## config.mk

```make
export PLATFORM = sky130hd
export DESIGN_NAME = la_cellbist
export DESIGN_NICKNAME = d
export VERILOG_FILES = /design/src/rtl/la_cellbist_pkg.sv /design/src/rtl/la_misr.sv /design/src/rtl/la_cellbist.sv
export SDC_FILE = /design/constraint.sdc
export NUM_CORES = 1
export LEC_CHECK = 0
export ABC_AREA = 0
export CAP_MARGIN = 40
export CORE_UTILIZATION = 52
export CTS_BUF_LIST = sky130_fd_sc_hd__clkbuf_4 sky130_fd_sc_hd__clkbuf_8
export DETAILED_ROUTE_END_ITERATION = 8
export PLACE_DENSITY = 0.87
export SLEW_MARGIN = 40
export SYNTH_ARGS = -nofsm -noshare
export SYNTH_HDL_FRONTEND = slang
export SYNTH_HIERARCHICAL = 1
export SYNTH_SLANG_ARGS = --single-unit
```

## constraint.sdc

```tcl
create_clock -name clk -period 5 [get_ports clk]
set_input_delay 1.5 -clock clk [delete_from_list [all_inputs] [get_ports clk]]
set_output_delay 1.5 -clock clk [all_outputs]
set_load 0.005 [all_outputs]
```

## src/rtl/la_cellbist_pkg.sv

```systemverilog
// Shared types and constants for the cell self-test harness: FSM state
// encoding, default MISR polynomials per signature width and the MISR seed.
package la_cellbist_pkg;

    typedef enum logic [1:0] {
        ST_IDLE  = 2'd0,
        ST_APPLY = 2'd1,
        ST_FLUSH = 2'd2,
        ST_DONE  = 2'd3
    } state_t;

    localparam logic [7:0]  POLY8     = 8'h07;
    localparam logic [15:0] POLY16    = 16'h1021;
    localparam logic [31:0] POLY32    = 32'h04C1_1DB7;
    localparam logic [31:0] MISR_SEED = 32'hFFFF_FFFF;

    function automatic logic [31:0] default_poly(input int w);
        if (w <= 8)       return {24'd0, POLY8};
        else if (w <= 16) return {16'd0, POLY16};
        else              return POLY32;
    endfunction

endpackage

```

## src/rtl/la_misr.sv

```systemverilog
// Serial-input Galois MISR: shifts left, folds POLY in when the MSB falls
// out, and XORs the 1-bit input into bit 0. Clear reloads the all-ones seed.
module la_misr
    import la_cellbist_pkg::*;
#(
    parameter int              SIGW = 16,
    parameter logic [SIGW-1:0] POLY = SIGW'(default_poly(SIGW))
) (
    input  logic            clk,
    input  logic            nreset,
    input  logic            clr,
    input  logic            en,
    input  logic            din,
    output logic [SIGW-1:0] sig
);

    logic [SIGW-1:0] sig_q;
    logic [SIGW-1:0] sig_d;

    always_comb begin
        sig_d = sig_q;
        if (clr) begin
            sig_d = MISR_SEED[SIGW-1:0];
        end else if (en) begin
            // din is not masked: an unknown cell output must poison the signature
            sig_d = {sig_q[SIGW-2:0], 1'b0}
                  ^ (sig_q[SIGW-1] ? POLY : '0)
                  ^ {{(SIGW-1){1'b0}}, din};
        end
    end

    always_ff @(posedge clk) begin
        if (!nreset) sig_q <= MISR_SEED[SIGW-1:0];
        else         sig_q <= sig_d;
    end

    assign sig = sig_q;

endmodule

```

## src/rtl/la_cellbist.sv

```systemverilog
// Exhaustive-sweep BIST wrapper for a combinational or pipelined cell.
// state | meaning
// IDLE  | after reset, waiting for start
// APPLY | driving stim 0..2**N-1, one vector per cycle
// FLUSH | waiting CAPLAT cycles for the last responses to be captured
// DONE  | first cycle registers done/pass, then holds until next start
module la_cellbist
    import la_cellbist_pkg::*;
#(
    parameter int              N      = 5,
    parameter int              CAPLAT = 0,
    parameter int              SIGW   = 16,
    parameter logic [SIGW-1:0] POLY   = SIGW'(default_poly(SIGW)),
    parameter                  PROP   = "DEFAULT"
) (
    input  logic            clk,
    input  logic            nreset,
    input  logic            start,
    input  logic [SIGW-1:0] expected,
    output logic [N-1:0]    stim,
    input  logic            resp,
    output logic            busy,
    output logic            done,
    output logic            pass,
    output logic [SIGW-1:0] signature
);

    localparam int           VD        = (CAPLAT == 0) ? 1 : CAPLAT;
    localparam int           CNT_W     = 2;
    localparam logic [N-1:0] STIM_LAST = {N{1'b1}};

    state_t             state_q, state_d;
    logic [N-1:0]       stim_q, stim_d;
    logic               busy_q, busy_d;
    logic               done_q, done_d;
    logic               pass_q, pass_d;
    logic [CNT_W-1:0]   flush_cnt_q, flush_cnt_d;
    logic [VD-1:0]      vld_q, vld_d;
    logic               apply;
    logic               cap_en;
    logic               misr_clr;
    logic [SIGW-1:0]    sig;

    assign apply  = (state_q == ST_APPLY);
    // valid trails stim by CAPLAT cycles so each update sees its own vector's response
    assign cap_en = (CAPLAT == 0) ? apply : vld_q[VD-1];

    always_comb begin
        state_d     = state_q;
        stim_d      = stim_q;
        busy_d      = busy_q;
        done_d      = done_q;
        pass_d      = pass_q;
        flush_cnt_d = flush_cnt_q;
        vld_d       = (vld_q << 1) | VD'(apply);
        misr_clr    = 1'b0;

        case (state_q)
            ST_IDLE: begin
                if (start) begin
                    state_d  = ST_APPLY;
                    stim_d   = '0;
                    busy_d   = 1'b1;
                    done_d   = 1'b0;
                    pass_d   = 1'b0;
                    misr_clr = 1'b1;
                end
            end
            ST_APPLY: begin
                if (stim_q == STIM_LAST) begin
                    if (CAPLAT == 0) begin
                        state_d = ST_DONE;
                        busy_d  = 1'b0;
                    end else begin
                        state_d     = ST_FLUSH;
                        flush_cnt_d = CNT_W'(CAPLAT - 1);
                    end
                end else begin
                    stim_d = stim_q + N'(1);
                end
            end
            ST_FLUSH: begin
                if (flush_cnt_q == '0) begin
                    state_d = ST_DONE;
                    busy_d  = 1'b0;
                end else begin
                    flush_cnt_d = flush_cnt_q - CNT_W'(1);
                end
            end
            ST_DONE: begin
                // final MISR update lands on DONE entry, so compare one cycle later
                if (!done_q) begin
                    done_d = 1'b1;
                    pass_d = (sig == expected);
                end else if (start) begin
                    state_d  = ST_APPLY;
                    stim_d   = '0;
                    busy_d   = 1'b1;
                    done_d   = 1'b0;
                    pass_d   = 1'b0;
                    misr_clr = 1'b1;
                end
            end
            default: state_d = ST_IDLE;
        endcase
    end

    always_ff @(posedge clk) begin
        if (!nreset) begin
            state_q     <= ST_IDLE;
            stim_q      <= '0;
            busy_q      <= 1'b0;
            done_q      <= 1'b0;
            pass_q      <= 1'b0;
            flush_cnt_q <= '0;
            vld_q       <= '0;
        end else begin
            state_q     <= state_d;
            stim_q      <= stim_d;
            busy_q      <= busy_d;
            done_q      <= done_d;
            pass_q      <= pass_d;
            flush_cnt_q <= flush_cnt_d;
            vld_q       <= vld_d;
        end
    end

    la_misr #(
        .SIGW (SIGW),
        .POLY (POLY)
    ) u_misr (
        .clk    (clk),
        .nreset (nreset),
        .clr    (misr_clr),
        .en     (cap_en),
        .din    (resp),
        .sig    (sig)
    );

    assign stim      = stim_q;
    assign busy      = busy_q;
    assign done      = done_q;
    assign pass      = pass_q;
    assign signature = sig;

endmodule

```

==> impl_metrics.csv <==
group,metric,value,unit
min_path,hold_path_class,"flop to flop",
critical_path,critPathMaxStageDelay,0.57,ns
drt,wl_per_cell,14.2,um
grt,grt-ovfl-total,0,
cells_and_area,final_common_cell,"clkdlybuf4s50_1",
clock_tree,cts_resized,0,
clock_tree,htree_levels,1,
cells_and_area,layoutNonFillerInstCount,219,
sta,fin_crit_sh,58.7,%
placed_design,portBuffers,43,
clock_tree,numCtsBuffers,3,
grt,grt_max_degree,21,
drt,routed-via-count,1174,
grt,grt_pass1_wl,5.09,mm
floorplanning,io_pins,44,
critical_path,worst_r2r_startpoint,"state_q[1]",
grt,antenna_found_initial,0,
placed_design,gp_congestion,0.831,
placed_design,pre_cts_ws,1.85,ns
critical_path,cp.depth,1,
power_and_ir_drop,ir_drop,0.299,mV
sta,worst_slack,2.07,ns
clock_tree,clkTransAtPathRegs,0.15,ns
yosys,ys_async_sr_fraction,0,%
yosys,syn_inst,146,
placed_design,dp_hpwl,2.39,mm
critical_path,critical_path_arrival,1.43,ns
sta,clock.fmax,0.341,GHz
flow_run,maxCapViolations,0,
sta,grt_setup_unrepaired,"false",
yosys,synth_cell_types,38,
sta,hold_viol_final,0,
placed_design,postPlaceCellArea,1900,um2
sta,finalSetupTns,0,ns
cells_and_area,fillCellCount,191,
yosys,yosys_most_used_dff,"dfxtp_1",
grt,groute.usage.overall,20.5,%
critical_path,critPathCaptureType,"output port",
power_and_ir_drop,switchingPower,0.252,mW
critical_path,worstRegToRegCells,6,
yosys,syn_nets,174,
critical_path,cp_max_fo,6,
floorplanning,num_rows,18,
outcome,outcome,"complete, no violations",
floorplanning,die-area,3060,um2
critical_path,reg2reg_to,"stim[1]",
cells_and_area,drive_gt1_share,6.35,%
sta,slew_viol_final,0,
critical_path,crit_buf_inv,1,
floorplanning,die_w,55.3,um
power_and_ir_drop,seqPwrFrac,40.2,%
drt,ant_nets,0,
critical_path,worstSetupPathType,"flop to output port",
sta,setup_viol,0,
yosys,synth_edf_count,0,
floorplanning,start_util,57.1,%
yosys,synth_warnings,6,
critical_path,crit_required,3.50,ns
cells_and_area,diodes,0,
yosys,synth-seq-cells,28,
clock_tree,clockRootBuffer,"clkbuf_4",
power_and_ir_drop,p_leak,0.750,nW
placed_design,place_inst,215,
clock_tree,post-cts-setup-buffers,0,
cells_and_area,area.growth.synth_to_final,31.2,%
drt,drt_wl_total,3.11,mm
clock_tree,clock-sinks,28,
power_and_ir_drop,swShare,35.7,%
power_and_ir_drop,clockPowerShare,15.8,%
yosys,syn_avg_cell_area,10.1,um2
clock_tree,ctsHoldBuffers,0,
critical_path,critPathTopFamily,"buffers and inverters",
cells_and_area,final_cell_mix,"43 x clkdlybuf4s50_1, 28 x dfxtp_1, 16 x nand2_1, 15 x mux2i_1, 12 x xor2_1",
min_path,hp-start,"flush_cnt_q[1]",
power_and_ir_drop,intPower,0.454,mW
clock_tree,insertion_delay,0.33,ns
floorplanning,die_h,55.3,um
yosys,ys_seq_area_share,37.9,%
sta,tightest_slew,0.636,ns
sta,clock_skew,0.00721,ns
critical_path,path_cells,"clkdlybuf4s50_1",
critical_path,crit_slowest_cell,"clkdlybuf4s50_1",
grt,grt_pass1_vias,1158,
drt,dr.pass1.iters,4,
cells_and_area,postLayoutCellArea,1940,um2
min_path,hold_path_end,"flush_cnt_q[1]",
clock_tree,cts_tree,"yes",
sta,min_period,2.93,ns
cells_and_area,nNetsFinal,218,
power_and_ir_drop,powerDensity,364,nW/um2
yosys,synthesis.area,1480,um2
floorplanning,core_area,2590,um2
min_path,holdPathStages,1,
critical_path,reg2reg_slack,2.81,ns
drt,first_iter_violations,25,
power_and_ir_drop,pwr-share-comb,44.0,%
drt,avgViaCountPerCell,5.36,
sta,max_slew_margin,57.3,%
critical_path,startpoint_type,"flop",
drt,drc,0,
power_and_ir_drop,power.total,0.707,mW
clock_tree,clock_path_buffers,2,
==> flip-flops by register name (all words and copies together), names as in the netlist <==
| name | cells |
|---|---|
| pass | 1 |
| stim | 5 |
| u_misr/sig | 16 |
| flush_cnt_q | 2 |
| busy | 1 |
| state_q | 2 |
| done | 1 |
==> per-layer routing <==
layer | up-vias | wire, um | track usage (%)
li1 | 586 | - | -
met5 | - | 0 | 0
met3 | 4 | 108 | 3.28
met1 | 556 | 1380 | 25.0
met4 | 0 | 25 | 7.14
met2 | 28 | 1600 | 36.5
==> how the worst max path moves through the flow <==
stage / startpoint / end / slack, ns
floorplan: start / stim[1] / 2.67
global placement: start / u_misr/sig[5] / 1.66
detailed placement: start / stim[1] / 1.85
CTS: u_misr/sig[15] / signature[15] / 2.05
global route: u_misr/sig[15] / signature[15] / 2.01
finish: u_misr/sig[15] / signature[15] / 2.07
==> cell families (layout without fill, tap and decap cells) <==
| kind of cell | Yosys count | in the layout | share of synthesized area (%) |
|---|---|---|---|
| AO/OA/AOI/OAI | 19 | 19 | 11.2 |
| XOR/XNOR | 22 | 22 | 13.0 |
| adder cells (fa/ha/maj) | 8 | 8 | 6.77 |
| buffers and inverters | 8 | 51 | 4.23 |
| flip-flops | 28 | 28 | 37.9 |
| multiplexers | 15 | 15 | 10.2 |
| AND/OR/NAND/NOR | 46 | 46 | 16.8 |
==> stage by stage <==
stage | utilization, % | hold slack [ns]
final | 74.9 | 0.519
after global routing | 74.9 | 0.538
after CTS | 74.9 | 0.521
after detailed placement | 73.5 | 0.487
after global placement | 73.3 | 0.485
after floorplan | - | 0.472
==> Yosys cell counts, types with 2 or more instances <==
cell type	instances	share of area [%]
dfxtp_1	28	38
nand2_1	16	4.1
mux2i_1	15	10
xor2_1	12	7.1
xnor2_1	10	5.9
nor2_1	9	2.3
ha_1	8	6.8
a21oi_1	4	1.4
inv_1	4	1.0
a22oi_1	3	1.5
nor2b_1	3	1.3
nor4_1	3	1.3
a21boi_0	2	1.0
buf_6	2	1.5
nand3_1	2	0.68
o211ai_1	2	1.0
o21ai_0	2	0.68
==> cell type report <==
| class | count | area [um2] | area share, % |
|---|---|---|---|
| Multi-Input combinational cell | 110 | 861 | 44.4 |
| Inverter | 4 | 15.0 | 0.774 |
| Clock buffer | 4 | 36.3 | 1.87 |
| Tap cell | 30 | 37.5 | 1.93 |
| Sequential cell | 28 | 561 | 28.9 |
| Timing Repair Buffer | 43 | 430 | 22.2 |
==> power by group through the flow <==
stage	sequential (mW)	combinational, mW	clock [mW]
floorplan	0.287	0.231	0
global placement	0.288	0.297	0
detailed placement	0.290	0.309	0
CTS	0.285	0.312	0.114
global route	0.290	0.336	0.124
finish	0.284	0.311	0.112
Power figures use the tool's default switching activity.
